`src/rtl/mem_arbiter_if.sv`:
```
// rtl/mem_arbiter_if.sv - fetch/MEM request ports and shared SRAM port of the arbiter
interface mem_arbiter_if;
  logic        if_req;
  logic [31:0] if_addr;
  logic        mem_rd_en;
  logic        mem_wr_en;
  logic [31:0] mem_addr;
  logic [31:0] mem_wdata;
  logic [31:0] if_rdata;
  logic [31:0] mem_rdata;
  logic        if_ready;
  logic        mem_ready;
  logic        freeze_if;
  logic        freeze_pipe;
  logic        sram_req;
  logic        sram_we;
  logic [31:0] sram_addr;
  logic [31:0] sram_wdata;
  logic        sram_ack;
  logic [31:0] sram_rdata;
  logic        bus_err;

  // master: the arbiter itself; slave: the pipeline and memory around it
  modport master (
    input  if_req, if_addr, mem_rd_en, mem_wr_en, mem_addr, mem_wdata, sram_ack, sram_rdata,
    output if_rdata, mem_rdata, if_ready, mem_ready, freeze_if, freeze_pipe,
           sram_req, sram_we, sram_addr, sram_wdata, bus_err
  );
  modport slave (
    output if_req, if_addr, mem_rd_en, mem_wr_en, mem_addr, mem_wdata, sram_ack, sram_rdata,
    input  if_rdata, mem_rdata, if_ready, mem_ready, freeze_if, freeze_pipe,
           sram_req, sram_we, sram_addr, sram_wdata, bus_err
  );
endinterface

```
`src/rtl/mem_arbiter.sv`:
```
// rtl/mem_arbiter.sv - arbitrates fetch and MEM-stage accesses onto one single-port SRAM
module mem_arbiter #(
  parameter int TIMEOUT = 15
) (
  input  logic          clk,
  input  logic          rst,
  mem_arbiter_if.master bus
);
  typedef enum logic [2:0] {IDLE, BUSY_IF, BUSY_MEM, RESP_IF, RESP_MEM} state_t;

  localparam logic [7:0] TIMEOUT_C = 8'(TIMEOUT);

  state_t      state_q, state_d;
  logic [7:0]  cnt_q, cnt_d;
  logic [31:0] addr_q, addr_d;
  logic [31:0] wdata_q, wdata_d;
  logic [31:0] if_rdata_q, if_rdata_d;
  logic [31:0] mem_rdata_q, mem_rdata_d;
  logic        we_q, we_d;
  logic        err_q, err_d;
  logic        mem_req;
  logic        cnt_hit;

  assign mem_req = bus.mem_rd_en | bus.mem_wr_en;
  assign cnt_hit = (cnt_q + 8'd1) == TIMEOUT_C;

  always_ff @(posedge clk or posedge rst) begin
    if (rst) begin
      state_q     <= IDLE;
      cnt_q       <= 8'd0;
      addr_q      <= 32'd0;
      wdata_q     <= 32'd0;
      if_rdata_q  <= 32'd0;
      mem_rdata_q <= 32'd0;
      we_q        <= 1'b0;
      err_q       <= 1'b0;
    end else begin
      state_q     <= state_d;
      cnt_q       <= cnt_d;
      addr_q      <= addr_d;
      wdata_q     <= wdata_d;
      if_rdata_q  <= if_rdata_d;
      mem_rdata_q <= mem_rdata_d;
      we_q        <= we_d;
      err_q       <= err_d;
    end
  end

  always_comb begin
    state_d     = state_q;
    cnt_d       = cnt_q;
    addr_d      = addr_q;
    wdata_d     = wdata_q;
    if_rdata_d  = if_rdata_q;
    mem_rdata_d = mem_rdata_q;
    we_d        = we_q;
    err_d       = err_q;
    case (state_q)
      IDLE: begin
        // MEM wins a tie: it belongs to the older instruction in the pipe
        if (mem_req) begin
          state_d = BUSY_MEM;
          addr_d  = bus.mem_addr;
          wdata_d = bus.mem_wdata;
          we_d    = bus.mem_wr_en;
          cnt_d   = 8'd0;
        end else if (bus.if_req) begin
          state_d = BUSY_IF;
          addr_d  = bus.if_addr;
          we_d    = 1'b0;
          cnt_d   = 8'd0;
        end
      end
      BUSY_IF: begin
        if (bus.sram_ack) begin
          if_rdata_d = bus.sram_rdata;
          state_d    = RESP_IF;
        end else begin
          cnt_d = cnt_q + 8'd1;
          if (cnt_hit) begin
            if_rdata_d = 32'd0;
            err_d      = 1'b1;
            state_d    = RESP_IF;
          end
        end
      end
      BUSY_MEM: begin
        if (bus.sram_ack) begin
          if (!we_q) mem_rdata_d = bus.sram_rdata;
          state_d = RESP_MEM;
        end else begin
          cnt_d = cnt_q + 8'd1;
          if (cnt_hit) begin
            mem_rdata_d = 32'd0;
            err_d       = 1'b1;
            state_d     = RESP_MEM;
          end
        end
      end
      RESP_IF:  state_d = IDLE;
      RESP_MEM: state_d = IDLE;
      default:  state_d = IDLE;
    endcase
  end

  assign bus.sram_req    = (state_q == BUSY_IF) || (state_q == BUSY_MEM);
  assign bus.sram_we     = (state_q == BUSY_MEM) && we_q;
  assign bus.sram_addr   = addr_q;
  assign bus.sram_wdata  = wdata_q;
  assign bus.if_ready    = (state_q == RESP_IF);
  assign bus.mem_ready   = (state_q == RESP_MEM);
  assign bus.if_rdata    = if_rdata_q;
  assign bus.mem_rdata   = mem_rdata_q;
  assign bus.bus_err     = err_q;
  assign bus.freeze_if   = bus.if_req & ~bus.if_ready;
  assign bus.freeze_pipe = mem_req & ~bus.mem_ready;
endmodule

```
`src/flat_wrapper.sv`:
```
// flat-port wrapper written by rule: the top's interface ports become plain ports
module mem_arbiter_flat 
#(
  parameter int TIMEOUT = 15
)
  (clk, rst, bus_if_req, bus_if_addr, bus_mem_rd_en, bus_mem_wr_en, bus_mem_addr, bus_mem_wdata, bus_sram_ack, bus_sram_rdata, bus_if_rdata, bus_mem_rdata, bus_if_ready, bus_mem_ready, bus_freeze_if, bus_freeze_pipe, bus_sram_req, bus_sram_we, bus_sram_addr, bus_sram_wdata, bus_bus_err);
  mem_arbiter_if bus_i ();
  input  logic clk;
  input  logic rst;
  input wire logic [$bits(bus_i.if_req)-1:0] bus_if_req;
  input wire logic [$bits(bus_i.if_addr)-1:0] bus_if_addr;
  input wire logic [$bits(bus_i.mem_rd_en)-1:0] bus_mem_rd_en;
  input wire logic [$bits(bus_i.mem_wr_en)-1:0] bus_mem_wr_en;
  input wire logic [$bits(bus_i.mem_addr)-1:0] bus_mem_addr;
  input wire logic [$bits(bus_i.mem_wdata)-1:0] bus_mem_wdata;
  input wire logic [$bits(bus_i.sram_ack)-1:0] bus_sram_ack;
  input wire logic [$bits(bus_i.sram_rdata)-1:0] bus_sram_rdata;
  output wire logic [$bits(bus_i.if_rdata)-1:0] bus_if_rdata;
  output wire logic [$bits(bus_i.mem_rdata)-1:0] bus_mem_rdata;
  output wire logic [$bits(bus_i.if_ready)-1:0] bus_if_ready;
  output wire logic [$bits(bus_i.mem_ready)-1:0] bus_mem_ready;
  output wire logic [$bits(bus_i.freeze_if)-1:0] bus_freeze_if;
  output wire logic [$bits(bus_i.freeze_pipe)-1:0] bus_freeze_pipe;
  output wire logic [$bits(bus_i.sram_req)-1:0] bus_sram_req;
  output wire logic [$bits(bus_i.sram_we)-1:0] bus_sram_we;
  output wire logic [$bits(bus_i.sram_addr)-1:0] bus_sram_addr;
  output wire logic [$bits(bus_i.sram_wdata)-1:0] bus_sram_wdata;
  output wire logic [$bits(bus_i.bus_err)-1:0] bus_bus_err;
  assign bus_i.if_req = bus_if_req;
  assign bus_i.if_addr = bus_if_addr;
  assign bus_i.mem_rd_en = bus_mem_rd_en;
  assign bus_i.mem_wr_en = bus_mem_wr_en;
  assign bus_i.mem_addr = bus_mem_addr;
  assign bus_i.mem_wdata = bus_mem_wdata;
  assign bus_i.sram_ack = bus_sram_ack;
  assign bus_i.sram_rdata = bus_sram_rdata;
  assign bus_if_rdata = bus_i.if_rdata;
  assign bus_mem_rdata = bus_i.mem_rdata;
  assign bus_if_ready = bus_i.if_ready;
  assign bus_mem_ready = bus_i.mem_ready;
  assign bus_freeze_if = bus_i.freeze_if;
  assign bus_freeze_pipe = bus_i.freeze_pipe;
  assign bus_sram_req = bus_i.sram_req;
  assign bus_sram_we = bus_i.sram_we;
  assign bus_sram_addr = bus_i.sram_addr;
  assign bus_sram_wdata = bus_i.sram_wdata;
  assign bus_bus_err = bus_i.bus_err;
  mem_arbiter #(.TIMEOUT(TIMEOUT)) u_core (.clk(clk), .rst(rst), .bus(bus_i));
endmodule
```
`config.mk`:
```
export PLATFORM = sky130hd
export DESIGN_NAME = mem_arbiter_flat
export DESIGN_NICKNAME = d
export VERILOG_FILES = /design/src/rtl/mem_arbiter_if.sv /design/src/rtl/mem_arbiter.sv /design/src/flat_wrapper.sv
export SDC_FILE = /design/constraint.sdc
export NUM_CORES = 1
export LEC_CHECK = 0
export CAP_MARGIN = 20
export CORE_ASPECT_RATIO = 1.75
export CORE_UTILIZATION = 39
export CTS_BUF_LIST = sky130_fd_sc_hd__clkbuf_8
export DETAILED_ROUTE_END_ITERATION = 8
export PLACE_DENSITY = 0.78
export SYNTH_ARGS = -nofsm -noshare
export SYNTH_HDL_FRONTEND = slang
export SYNTH_SLANG_ARGS = --single-unit
```
`constraint.sdc`:
```
create_clock -name clk -period 4.4 [get_ports clk]
set_input_delay 0.88 -clock clk [delete_from_list [all_inputs] [get_ports clk]]
set_output_delay 0.88 -clock clk [all_outputs]
set_load 0.02 [all_outputs]
```
## Yosys cells after proc, flatten, opt, wreduce, memory -nomap -nowiden

Index checks and enable logic that the tools add are counted.

| word-level totals | value |
|---|---|
| bits in registers | 141 |
| input bits | 134 |
| output and inout port bits | 135 |
| word-level logic and storage cells | 58 |

| cells by class | value |
|---|---|
| $add $sub $neg | 1 |
| equal/unequal tests | 10 |
| mux-type cells | 19 |
| bitwise logic cells | 6 |
| reductions and logical operators | 14 |

Operators by type and width:

| kind | number |
|---|---|
| 2-to-1 mux 32 bit | 6 |
| 2-to-1 mux 8 bit | 3 |
| 2-to-1 mux 3 bit | 6 |
| case mux 8 bit (2 select lines) | 1 |
| AND reduction 3 bit | 4 |
| != test 3 x 2 -> 1 bit, second input constant | 3 |
| case mux 3 bit (3 select lines) | 1 |
| adder 8 x 1 -> 8 bit, second input constant | 1 |
| equality test 8 x 4 -> 1 bit, second input constant | 1 |
| equality test 3 x 2 -> 1 bit, second input constant | 2 |
| AND reduction 2 bit | 3 |
| nonzero test 2 bit | 3 |
| != test 2 bit, second input constant | 2 |
| equality test 3 x 1 -> 1 bit, second input constant | 1 |
| equality test 3 bit, second input constant | 1 |
| logical NOT 3 bit | 1 |
| NOT 1 bit | 3 |
| AND 1 bit | 2 |
| 2-to-1 mux 1 bit | 2 |
| OR reduction 2 bit | 1 |
| logical AND 1 bit | 1 |
| logical OR 1 bit | 1 |
| bitwise OR 1 bit | 1 |

## Depth between registers and ports, before layout

Gate-level depths: netlist of run 1.

| depth | value |
|---|---|
| word-level depth | 5 |
| mapped depth | 7 |

## Worst setup path after synthesis of run 1

No wires, ideal clock.

| path | value |
|---|---|
| kind | input to output |
| start point | input bus_mem_wr_en |
| end point | output bus_freeze_pipe |
| arrival time | 1.715 ns |
| data required time | 3.520 ns |
| slack | 1.805 ns |
| stages | 3 |
| path buffers | 1 |
| path through | nor2_1 buf_2 nor2_1 |

| on the way | value |
|---|---|
| longest elaborated chain between the ends | 2 |

RTL lines:

| what | RTL line | source |
|---|---|---|
| start, declared | flat_wrapper.sv:13 | `input wire logic [$bits(bus_i.mem_wr_en)-1:0] bus_mem_wr_en;` |
| bitwise OR 1 bit | mem_arbiter.sv:24 | `assign mem_req = bus.mem_rd_en \| bus.mem_wr_en;` |
| AND 1 bit | mem_arbiter.sv:116 | `assign bus.freeze_pipe = mem_req & ~bus.mem_ready;` |
| end, declared | flat_wrapper.sv:23 | `output wire logic [$bits(bus_i.freeze_pipe)-1:0] bus_freeze_pipe;` |

Every way passes these cells.

## Final worst setup path of run 1

| path | value |
|---|---|
| start point | input bus_if_req |
| end point | output bus_freeze_if |

| on the way | value |
|---|---|
| longest elaborated chain between the ends | 1 |

RTL lines:

| what | RTL line | source |
|---|---|---|
| start, declared | flat_wrapper.sv:10 | `input wire logic [$bits(bus_i.if_req)-1:0] bus_if_req;` |
| AND 1 bit | mem_arbiter.sv:115 | `assign bus.freeze_if = bus.if_req & ~bus.if_ready;` |
| end, declared | flat_wrapper.sv:22 | `output wire logic [$bits(bus_i.freeze_if)-1:0] bus_freeze_if;` |

Every way passes these cells.

==> metrics.yaml, run 1 <==
p_sw_share_pct: 39.4
slew_headroom_pct: 36.1
fmax_mhz: 309
reg2reg_setup_slack_ns: 1.90
yosysSeqAreaShare_pct: 58.3
criticalPathCategory: "in -> out"
drc: 0
drt_iter0_markers: 144
vias: 5038
required_ns: 3.52
wl_um: 16800
grt_pass1_wl_um: 26200
p_int_uw: 3880
routedWlPerCell_um: 16.2
vdd_drop_max_mv: 0.349
dp_hpwl_um: 12400
portBuffers: 268
finalHoldViolations: 0
p_leak_uw: 0.00392
synth.avg_cell_area_um2: 10.5
p_seq_share_pct: 34.4
hold_class: "reg -> reg"
num_rows: 59
combinationalPowerShare_pct: 49.3
antenna_found_initial: 0
firstDrtPassIters: 5
cts_root_buf: "clkbuf_8"
design_area_um2: 9290
syn_nets: 711
die_w_um: 96.2
ant_nets: 0
ys_warn_count: 0
setup_viol: 0
pwr-share-clk_pct: 16.3
critPathLaunch: "bus_if_req"
worst_setup_path_end_kind: "output pin"
final_max_slew_viol_count: 0
startpoint_type: "primary input"
viasPerCell: 4.89
track_usage_pct: 21.6
cts_buffers: 17
place.gp.congestion: 0.813
min_period_ns: 3.23
insertedDiodeCount: 0
grt_max_degree: 80
finalCritPeriodShare_pct: 73.5
final_core_util_pct: 62.0
path_clk_slew_ns: 0.09
switching_power_uw: 2520
grt_pass1_vias: 5045
ys_ff_latch: 141
core_area_um2: 15000
skew_ns: 0.0160
cts.path.max_buffers: 2
clk_latency_ns: 0.44
r2r_cells: 7
cts.sink_count: 141
dieArea_um2: 16000
setup_tns_ns: 0
cts_tree: "yes"
power_density_nw_per_um2: 689
syn_inst: 575
overflow: 0
htreeDepth: 4
start_util_pct: 40.4
hp-start: "u_core.bus.bus_err$_DFFE_PP0P_"
r2r_end: "u_core.bus.mem_rdata[25]$_DFFE_PP0P_"
worstPathArrival_ns: 2.35
cts_resized: 0
die_h_um: 167
rsz0062_at_grt: "false"
max_cap_violations: 0
drive_gt1_share_pct: 11.4
pin_count: 269
synthesis.area_um2: 6050
status: "finished, final reports clean"
netlist-cell-type-count: 38
syn_to_final_growth_pct: 53.4
crit_end: "bus_freeze_if"
final_cells: 1031
post_cts_buffers: 0
tightestPinTransition_ns: 0.959
holdBufCountCts: 0
regToRegStartpoint: "u_core.cnt_q[0]$_DFFE_PP0P_"
placedCellCount: 999
crit_path_max_fanout: 4
nets: 971
place_area_um2: 8890
==> cell families (layout without fill, tap and decap cells) <==
logic type                 count (synthesis)  count (layout)  share of synthesized area (%)
buffers and inverters                     40             313                           3.35
DFF                                      141             141                           58.3
and+or+nand+nor                          206             206                           14.7
adders and majority gates                  2               2                          0.413
AOI/OAI and AO/OA                        112             112                           10.4
muxes                                     70              70                           12.3
xor gates and xnor gates                   4               4                          0.579
==> per-layer routing <==
metal / wire length [µm] / vias to the layer above / global-route usage (%) / part of all wire (%)
met5: 0 / - / 0 / 0
met4: 230 / 0 / 5.58 / 1.4
met3: 1330 / 16 / 6.44 / 7.9
met2: 9190 / 204 / 39.9 / 55
met1: 6000 / 2356 / 23.2 / 36
li1: - / 2462 / - / -
==> per-stage QoR <==
| stage | hold WS [ns] | power, µW | setup WS [ns] |
|---|---|---|---|
| floorplan | 0.480 | 3840 | 1.76 |
| global placement | 0.441 | 5360 | 1.16 |
| detailed placement | 0.455 | 5420 | 1.16 |
| CTS | 0.477 | 6480 | 1.14 |
| global route | 0.498 | 6820 | 1.13 |
| finish | 0.477 | 6400 | 1.17 |
==> worst min-delay path by stage <==
| stage | to | slack (ns) | cells after the start |
|---|---|---|---|
| 3_3_place_gp | u_core.bus.bus_err$_DFFE_PP0P_ | 0.44 | 1 |
| 2_1_floorplan | u_core.we_q$_DFFE_PP0P_ | 0.48 | 1 |
| 4_1_cts | u_core.bus.bus_err$_DFFE_PP0P_ | 0.48 | 1 |
| 3_5_place_dp | u_core.bus.bus_err$_DFFE_PP0P_ | 0.46 | 1 |
| 6_report | u_core.bus.bus_err$_DFFE_PP0P_ | 0.48 | 1 |
| 5_1_grt | u_core.bus.bus_err$_DFFE_PP0P_ | 0.50 | 1 |
==> synthesized netlist by cell type <==
library cell  instances  area share, %
xnor2_1               3           0.43
o21a_1                3           0.37
buf_2                12           0.99
mux2_2               33            6.1
nand3_1               7           0.58
nor3_2                2           0.33
nand4_1               1           0.10
nor2b_1               1           0.10
o21ai_2              10            1.4
nor4_4                2           0.70
and3b_1               1           0.14
nor4b_1               1           0.14
buf_6                 4           0.74
mux2i_1              36            6.0
ha_1                  2           0.41
a21oi_1               1          0.083
and2_1                2           0.21
a21o_1                1           0.12
buf_4                 2           0.25
nor4_1                1           0.10
xor2_1                1           0.14
and3_1                2           0.21
clkbuf_1             20            1.2
nor3_1                4           0.33
nor2_1                7           0.43
or2_2                 1           0.10
mux2_4                1           0.25
nor3b_1               2           0.25
nand3_2               1           0.17
inv_1                 2           0.12
o21ai_1              21            1.7
or3_1                 1           0.10
o21ai_0              71            5.9
dfrtp_1             141             58
o41ai_1               1           0.14
nand2_1             169             10
nor3b_2               1           0.21
a22o_1                4           0.58
==> cell usage in the layout (no fill, tap or decap), types with 3 or more instances in the layout <==
cell,instances
clkdlybuf4s50_1,268
nand2_1,169
dfrtp_1,141
o21ai_0,71
mux2i_1,36
mux2_2,33
o21ai_1,20
clkbuf_8,18
o21ai_2,10
buf_4,10
nand3_1,7
nor2_1,6
nor3_1,4
a22o_1,4
inv_6,4
inv_8,4
o21a_1,3
xnor2_1,3
clkinv_4,3
==> flip-flops by register name, indices dropped and copies added, names as in the netlist <==
register / cells
u_core.state_q: 3
u_core.bus.sram_wdata: 32
u_core.bus.if_rdata: 32
u_core.bus.sram_addr: 32
u_core.we_q: 1
u_core.bus.bus_err: 1
u_core.bus.mem_rdata: 32
u_core.cnt_q: 8
==> cell type report <==
type / instances / area, µm²
fill: 1265 / 5700
sequential: 141 / 3530
timing repair buffer: 279 / 2780
multi-input combinational: 394 / 2340
clock buffer: 18 / 248
tap: 183 / 229
clock inverter: 14 / 149
inverter: 2 / 11.3
==> power by group through the flow <==
stage	registers (µW)	clock network [µW]	logic (µW)
floorplan	2860	0	981
global placement	2210	0	3150
detailed placement	2230	0	3200
CTS	2210	1070	3200
global route	2290	1140	3390
finish	2200	1040	3150
==> critical path: stages <==
cell,delay [ns]
clkdlybuf4s50_1,0.57
nor2b_1,0.26
clkdlybuf4s50_1,0.64
Note: power is estimated with default switching activity, not from simulation.
==> run 2, diff against run 1 <==
CORE_UTILIZATION = 43   (was 39)
PLACE_DENSITY = 0.82   (was 0.78)
clock period = 3.08 ns   (was 4.4 ns; I/O delays follow)
==> metrics.yaml, run 2 (synthesis gave the netlist of run 1 again) <==
status: "finished, final reports clean"
syn_to_final_growth_pct: 54.3
cts_resized: 0  # unchanged
preCtsSetupSlack_ns: 0.355  # -0.804 ns
finalHoldViolations: 0  # unchanged
track_usage_pct: 24.9  # +3.2 points
die_h_um: 159  # -4.7%
num_rows: 57  # -3.4%
slew_headroom_pct: 46.8  # +11 points
required_ns: 2.46  # -1.06 ns
final_common_cell: "clkdlybuf4s50_1"
final_max_slew_viol_count: 0  # unchanged
grt_max_degree: 142  # +78%
die_w_um: 91.7  # -4.7%
cts_root_buf: "clkbuf_8"
worstPathArrival_ns: 2.15  # -0.20 ns
critical-path-max-stage-delay_ns: 0.63  # about the same
crit_path_max_fanout: 8  # +4
min_period_ns: 2.77
antenna_found_initial: 0  # unchanged
mostFrequentLayoutCells: "clkdlybuf4s50_1, nand2_1, dfrtp_1"
criticalPathCategory: "reg -> out"
setup_tns_ns: 0  # unchanged
cts_buffers: 17  # unchanged
viasPerCell: 5.19  # +6.2%
num-fill-cells: 1072  # -15%
clk_latency_ns: 0.44  # about the same
dp_hpwl_um: 13200  # +6.8%
post_cts_buffers: 0  # unchanged
setup_viol: 0  # unchanged
nets: 972  # +0.10%
tightestPinTransition_ns: 0.798  # -0.161 ns
drt_iter0_markers: 162  # +13%
fmax_mhz: 361
finalWorstSetupSlack_ns: 0.312  # -0.855 ns
worstPathCellList: "nor3b_2, and2_1, clkdlybuf4s50_1"
firstDrtPassIters: 4  # -1
start_util_pct: 43.8  # +3.4 points
cp_top_family: "buffers and inverters"
overflow: 0  # unchanged
drc: 0  # unchanged
insertedDiodeCount: 0  # unchanged
crit_buf_inv: 1  # -1
grt_pass1_vias: 5418  # +7.4%
placedCellCount: 994  # -0.50%
worst_setup_path_end_kind: "output pin"
portBuffers: 268  # unchanged
rsz0062_at_grt: "false"
pin_count: 269  # unchanged
cts.path.max_buffers: 2  # unchanged
finalCritPeriodShare_pct: 89.9
ant_nets: 0  # unchanged
skew_ns: 0.0163  # +0.000330 ns
core_area_um2: 13800  # -7.7%
vias: 5324  # +5.7%
p_leak_uw: 0.00394  # +0.54%
cts_tree: "yes"
final_cells: 1026  # -0.48%
routedWlPerCell_um: 17.3  # +6.2%
startpoint_type: "flop"
path_clk_slew_ns: 0.08  # about the same
grt_pass1_wl_um: 28100  # +7.2%
max_cap_violations: 0  # unchanged
holdBufCountCts: 0  # unchanged
cts.sink_count: 141  # unchanged
dieArea_um2: 14600  # -9.1%
drive_gt1_share_pct: 11.5  # +0.10 points
hold_class: "reg -> reg"
power_density_nw_per_um2: 1010  # +46%
vdd_drop_max_mv: 0.453  # +30%
wl_um: 17700  # +5.7%
htreeDepth: 4  # unchanged
place.gp.congestion: 0.848  # +4.3%
cp_slowest_cell: "clkdlybuf4s50_1"
run 2: cell types whose count changed in the layout (fill, tap and decap cells not counted):
cell	change
clkinv_4	-1
inv_8	-3
clkinv_2	-1
buf_4	+1
bufinv_16	+3
clkinvlp_4	+2
run 2: final timing paths:
path,start,cells past startpoint,slack [ns],end
worst max-delay path,u_core.state_q[1]$_DFFE_PP0P_,3,0.31,bus_sram_we
worst min-delay path,u_core.bus.bus_err$_DFFE_PP0P_,1,0.46,u_core.bus.bus_err$_DFFE_PP0P_
worst max register to register,u_core.cnt_q[0]$_DFFE_PP0P_,7,0.68,u_core.bus.mem_rdata[21]$_DFFE_PP0P_
worst min register to register,u_core.bus.bus_err$_DFFE_PP0P_,1,0.46,u_core.bus.bus_err$_DFFE_PP0P_
max in group asynchronous,rst,3,1.76,u_core.bus.mem_rdata[8]$_DFFE_PP0P_
min in group asynchronous,rst,3,0.69,u_core.bus.if_rdata[19]$_DFFE_PP0P_
run 2: metrics by stage:
step | utilization [%] | power [µW] | hold WS, ns | area [µm²]
global route | 67.5 | 9950 | 0.486 | 9340
CTS | 67.5 | 9500 | 0.468 | 9340
floorplan | - | 5490 | 0.480 | 6060
global placement | 64.2 | 7630 | 0.449 | 8890
finish | 67.5 | 9420 | 0.460 | 9340
detailed placement | 64.2 | 7790 | 0.448 | 8890
run 2: power by group:
| group | total, µW | switching [µW] | internal [µW] |
|---|---|---|---|
| Clock | 1690 | 764 | 922 |
| Combinational | 4560 | 2380 | 2180 |
| Sequential | 3170 | 493 | 2680 |
run 2: final cells by class:
cell class | instances | area, µm² | area share, %
clock inverter | 14 | 206 | 2.21
sequential | 141 | 3530 | 37.8
timing repair buffer | 280 | 2790 | 29.8
clock buffer | 18 | 248 | 2.65
tap | 177 | 221 | 2.37
inverter | 2 | 11.3 | 0.121
multi-input combinational | 394 | 2340 | 25.1
run 2: routing by layer:
metal / global-route usage, % / share of wire, % / up-vias / wire, µm
met1: 27.1 / 36 / 2536 / 6450
met4: 8.88 / 2.2 / 0 / 396
met5: 0 / 0 / - / 0
li1: - / - / 2455 / -
met2: 45.1 / 52 / 305 / 9200
met3: 7.50 / 9.4 / 28 / 1660
run 2: worst reg2reg max path, delay by kind of cell (launching register included):
kind                     cells  cell delay, ns
AO/OA/AOI/OAI                1            0.24
adder cells (fa/ha/maj)      1            0.14
buffers and inverters        2            0.48
AND/OR/NAND/NOR              3            0.98
flip-flops                   1            0.43
==> run 3, diff against run 2 <==
CAP_MARGIN = not set   (was 20)
RECOVER_POWER = 100   (was not set)
==> metrics.yaml, run 3 (synthesis gave the netlist of run 1 again) <==
clk_latency_ns: 0.44  # about the same
cts_root_buf: "clkbuf_8"
combinationalPowerShare_pct: 46.5  # -1.9 points
antenna_found_initial: 0  # unchanged
cts_resized: 0  # unchanged
worstPathArrival_ns: 2.22  # +0.07 ns
pin_count: 269  # unchanged
pwr-share-clk_pct: 18.7  # +0.8 points
mostFrequentLayoutCells: "nand2_1, dfrtp_1, dlygate4sd3_1"
required_ns: 2.46  # about the same
worstPathCellList: "nor3b_2, and2_1, dlygate4sd3_1"
path_clk_slew_ns: 0.08  # about the same
place.gp.congestion: 0.848  # unchanged
core_area_um2: 13800  # unchanged
setup_tns_ns: 0  # unchanged
min_period_ns: 2.84  # +0.0695 ns
firstDrtPassIters: 5  # +1
grt_pass1_vias: 5418  # unchanged
final_max_slew_viol_count: 142  # +142
dp_hpwl_um: 13200  # unchanged
nets: 972  # unchanged
cts.sink_count: 141  # unchanged
grt_pass1_wl_um: 28100  # unchanged
vias: 5338  # +0.26%
vdd_drop_max_mv: 0.427  # -5.7%
insertedDiodeCount: 0  # unchanged
fmax_mhz: 352  # -2.4%
final_cells: 1026  # unchanged
max_cap_violations: 1  # +1
slew_headroom_pct: -28.1  # -75 points
grt_max_degree: 142  # unchanged
syn_to_final_growth_pct: 52.9
die_w_um: 91.7  # unchanged
num-fill-cells: 1089  # +1.6%
worst_setup_path_end_kind: "output pin"
cts_tree: "yes"
rsz0062_at_grt: "false"
routedWlPerCell_um: 17.2  # -0.20%
cts.path.max_buffers: 2  # unchanged
holdBufCountCts: 0  # unchanged
startpoint_type: "flop"
p_int_uw: 5440  # -5.8%
violations: "max-capacitance violations, max-slew violations"
p_leak_uw: 0.00406  # +3.1%
status: "complete, but fails checks"
final_common_cell: "nand2_1"
num_rows: 57  # unchanged
cts_buffers: 17  # unchanged
switching_power_uw: 3570  # -1.8%
power_density_nw_per_um2: 973  # -3.4%
track_usage_pct: 24.9  # unchanged
portBuffers: 268  # unchanged
finalCritPeriodShare_pct: 92.1  # +2.3 points
overflow: 0  # unchanged
final_core_util_pct: 66.9  # -0.60 points
skew_ns: 0.0153  # -0.00102 ns
placedCellCount: 994  # unchanged
finalHoldViolations: 0  # unchanged
htreeDepth: 4  # unchanged
dieArea_um2: 14600  # unchanged
p_seq_share_pct: 34.8  # +1.1 points
setup_viol: 0  # unchanged
hold_class: "reg -> reg"
drc: 0  # unchanged
ant_nets: 0  # unchanged
post_cts_buffers: 0  # unchanged
drt_iter0_markers: 176  # +8.6%
critical-path-max-stage-delay_ns: 0.70  # +0.07 ns
viasPerCell: 5.20  # +0.26%
criticalPathCategory: "reg -> out"
wl_um: 17700  # -0.20%
drive_gt1_share_pct: 10.1  # -1.4 points
fin_total_pwr_uw: 9010  # -4.3%
p_sw_share_pct: 39.6  # +0.99 points
die_h_um: 159  # unchanged
cp_slowest_cell: "dlygate4sd3_1"
tightestPinTransition_ns: 1.92  # +1.12 ns
start_util_pct: 43.8  # unchanged
crit_path_max_fanout: 9  # +1
-- run 3: cell type report --
| class | instances | area [µm²] | share of cell area [%] |
|---|---|---|---|
| Clock buffer | 18 | 248 | 2.68 |
| Clock inverter | 14 | 206 | 2.23 |
| Inverter | 2 | 11.3 | 0.122 |
| Multi-Input combinational cell | 394 | 2280 | 24.7 |
| Sequential cell | 141 | 3530 | 38.1 |
| Tap cell | 177 | 221 | 2.39 |
| Timing Repair Buffer | 280 | 2760 | 29.8 |
-- run 3: worst paths after layout --
check / end / start / slack (ns) / cells after the start
setup / recovery: bus_sram_we / u_core.state_q[0]$_DFFE_PP0P_ / 0.24 / 3
hold / removal: u_core.bus.bus_err$_DFFE_PP0P_ / u_core.bus.bus_err$_DFFE_PP0P_ / 0.45 / 1
setup reg to reg: u_core.bus.mem_rdata[21]$_DFFE_PP0P_ / u_core.cnt_q[0]$_DFFE_PP0P_ / 0.49 / 7
hold reg to reg: u_core.bus.bus_err$_DFFE_PP0P_ / u_core.bus.bus_err$_DFFE_PP0P_ / 0.45 / 1
max in group asynchronous: u_core.state_q[2]$_DFFE_PP0P_ / rst / 0.51 / 3
min in group asynchronous: u_core.bus.if_rdata[17]$_DFFE_PP0P_ / rst / 1.30 / 3
-- run 3: critical path: cells and delay by family (launching register included) --
| family | cells | cell delay (ns) |
|---|---|---|
| flip-flops | 1 | 0.48 |
| buffers and inverters | 1 | 0.70 |
| AND/OR/NAND/NOR | 2 | 0.60 |
-- run 3: power by group through the flow --
stage / sequential (µW) / combinational (µW) / clock [µW]
after floorplan: 4090 / 1400 / 0
after global placement: 3150 / 4480 / 0
after detailed placement: 3200 / 4590 / 0
after CTS: 3180 / 4600 / 1730
after global routing: 3240 / 4510 / 1800
final: 3130 / 4190 / 1690
-- run 3: layer usage --
metal	routed length, µm	global-route usage (%)	up-vias	part of all wire, %
met3	1670	7.50	33	9.5
met4	461	8.88	0	2.6
met1	6350	27.1	2533	36
li1	-	-	2459	-
met5	0	0	-	0
met2	9190	45.1	313	52
-- run 3: through the flow --
| stage | hold slack [ns] | cell area, µm² | setup slack (ns) |
|---|---|---|---|
| detailed placement | 0.448 | 8890 | 0.355 |
| global placement | 0.449 | 8890 | 0.370 |
| finish | 0.454 | 9260 | 0.242 |
| floorplan | 0.480 | 6060 | 0.701 |
| CTS | 0.468 | 9340 | 0.277 |
| global route | 0.480 | 9260 | 0.127 |
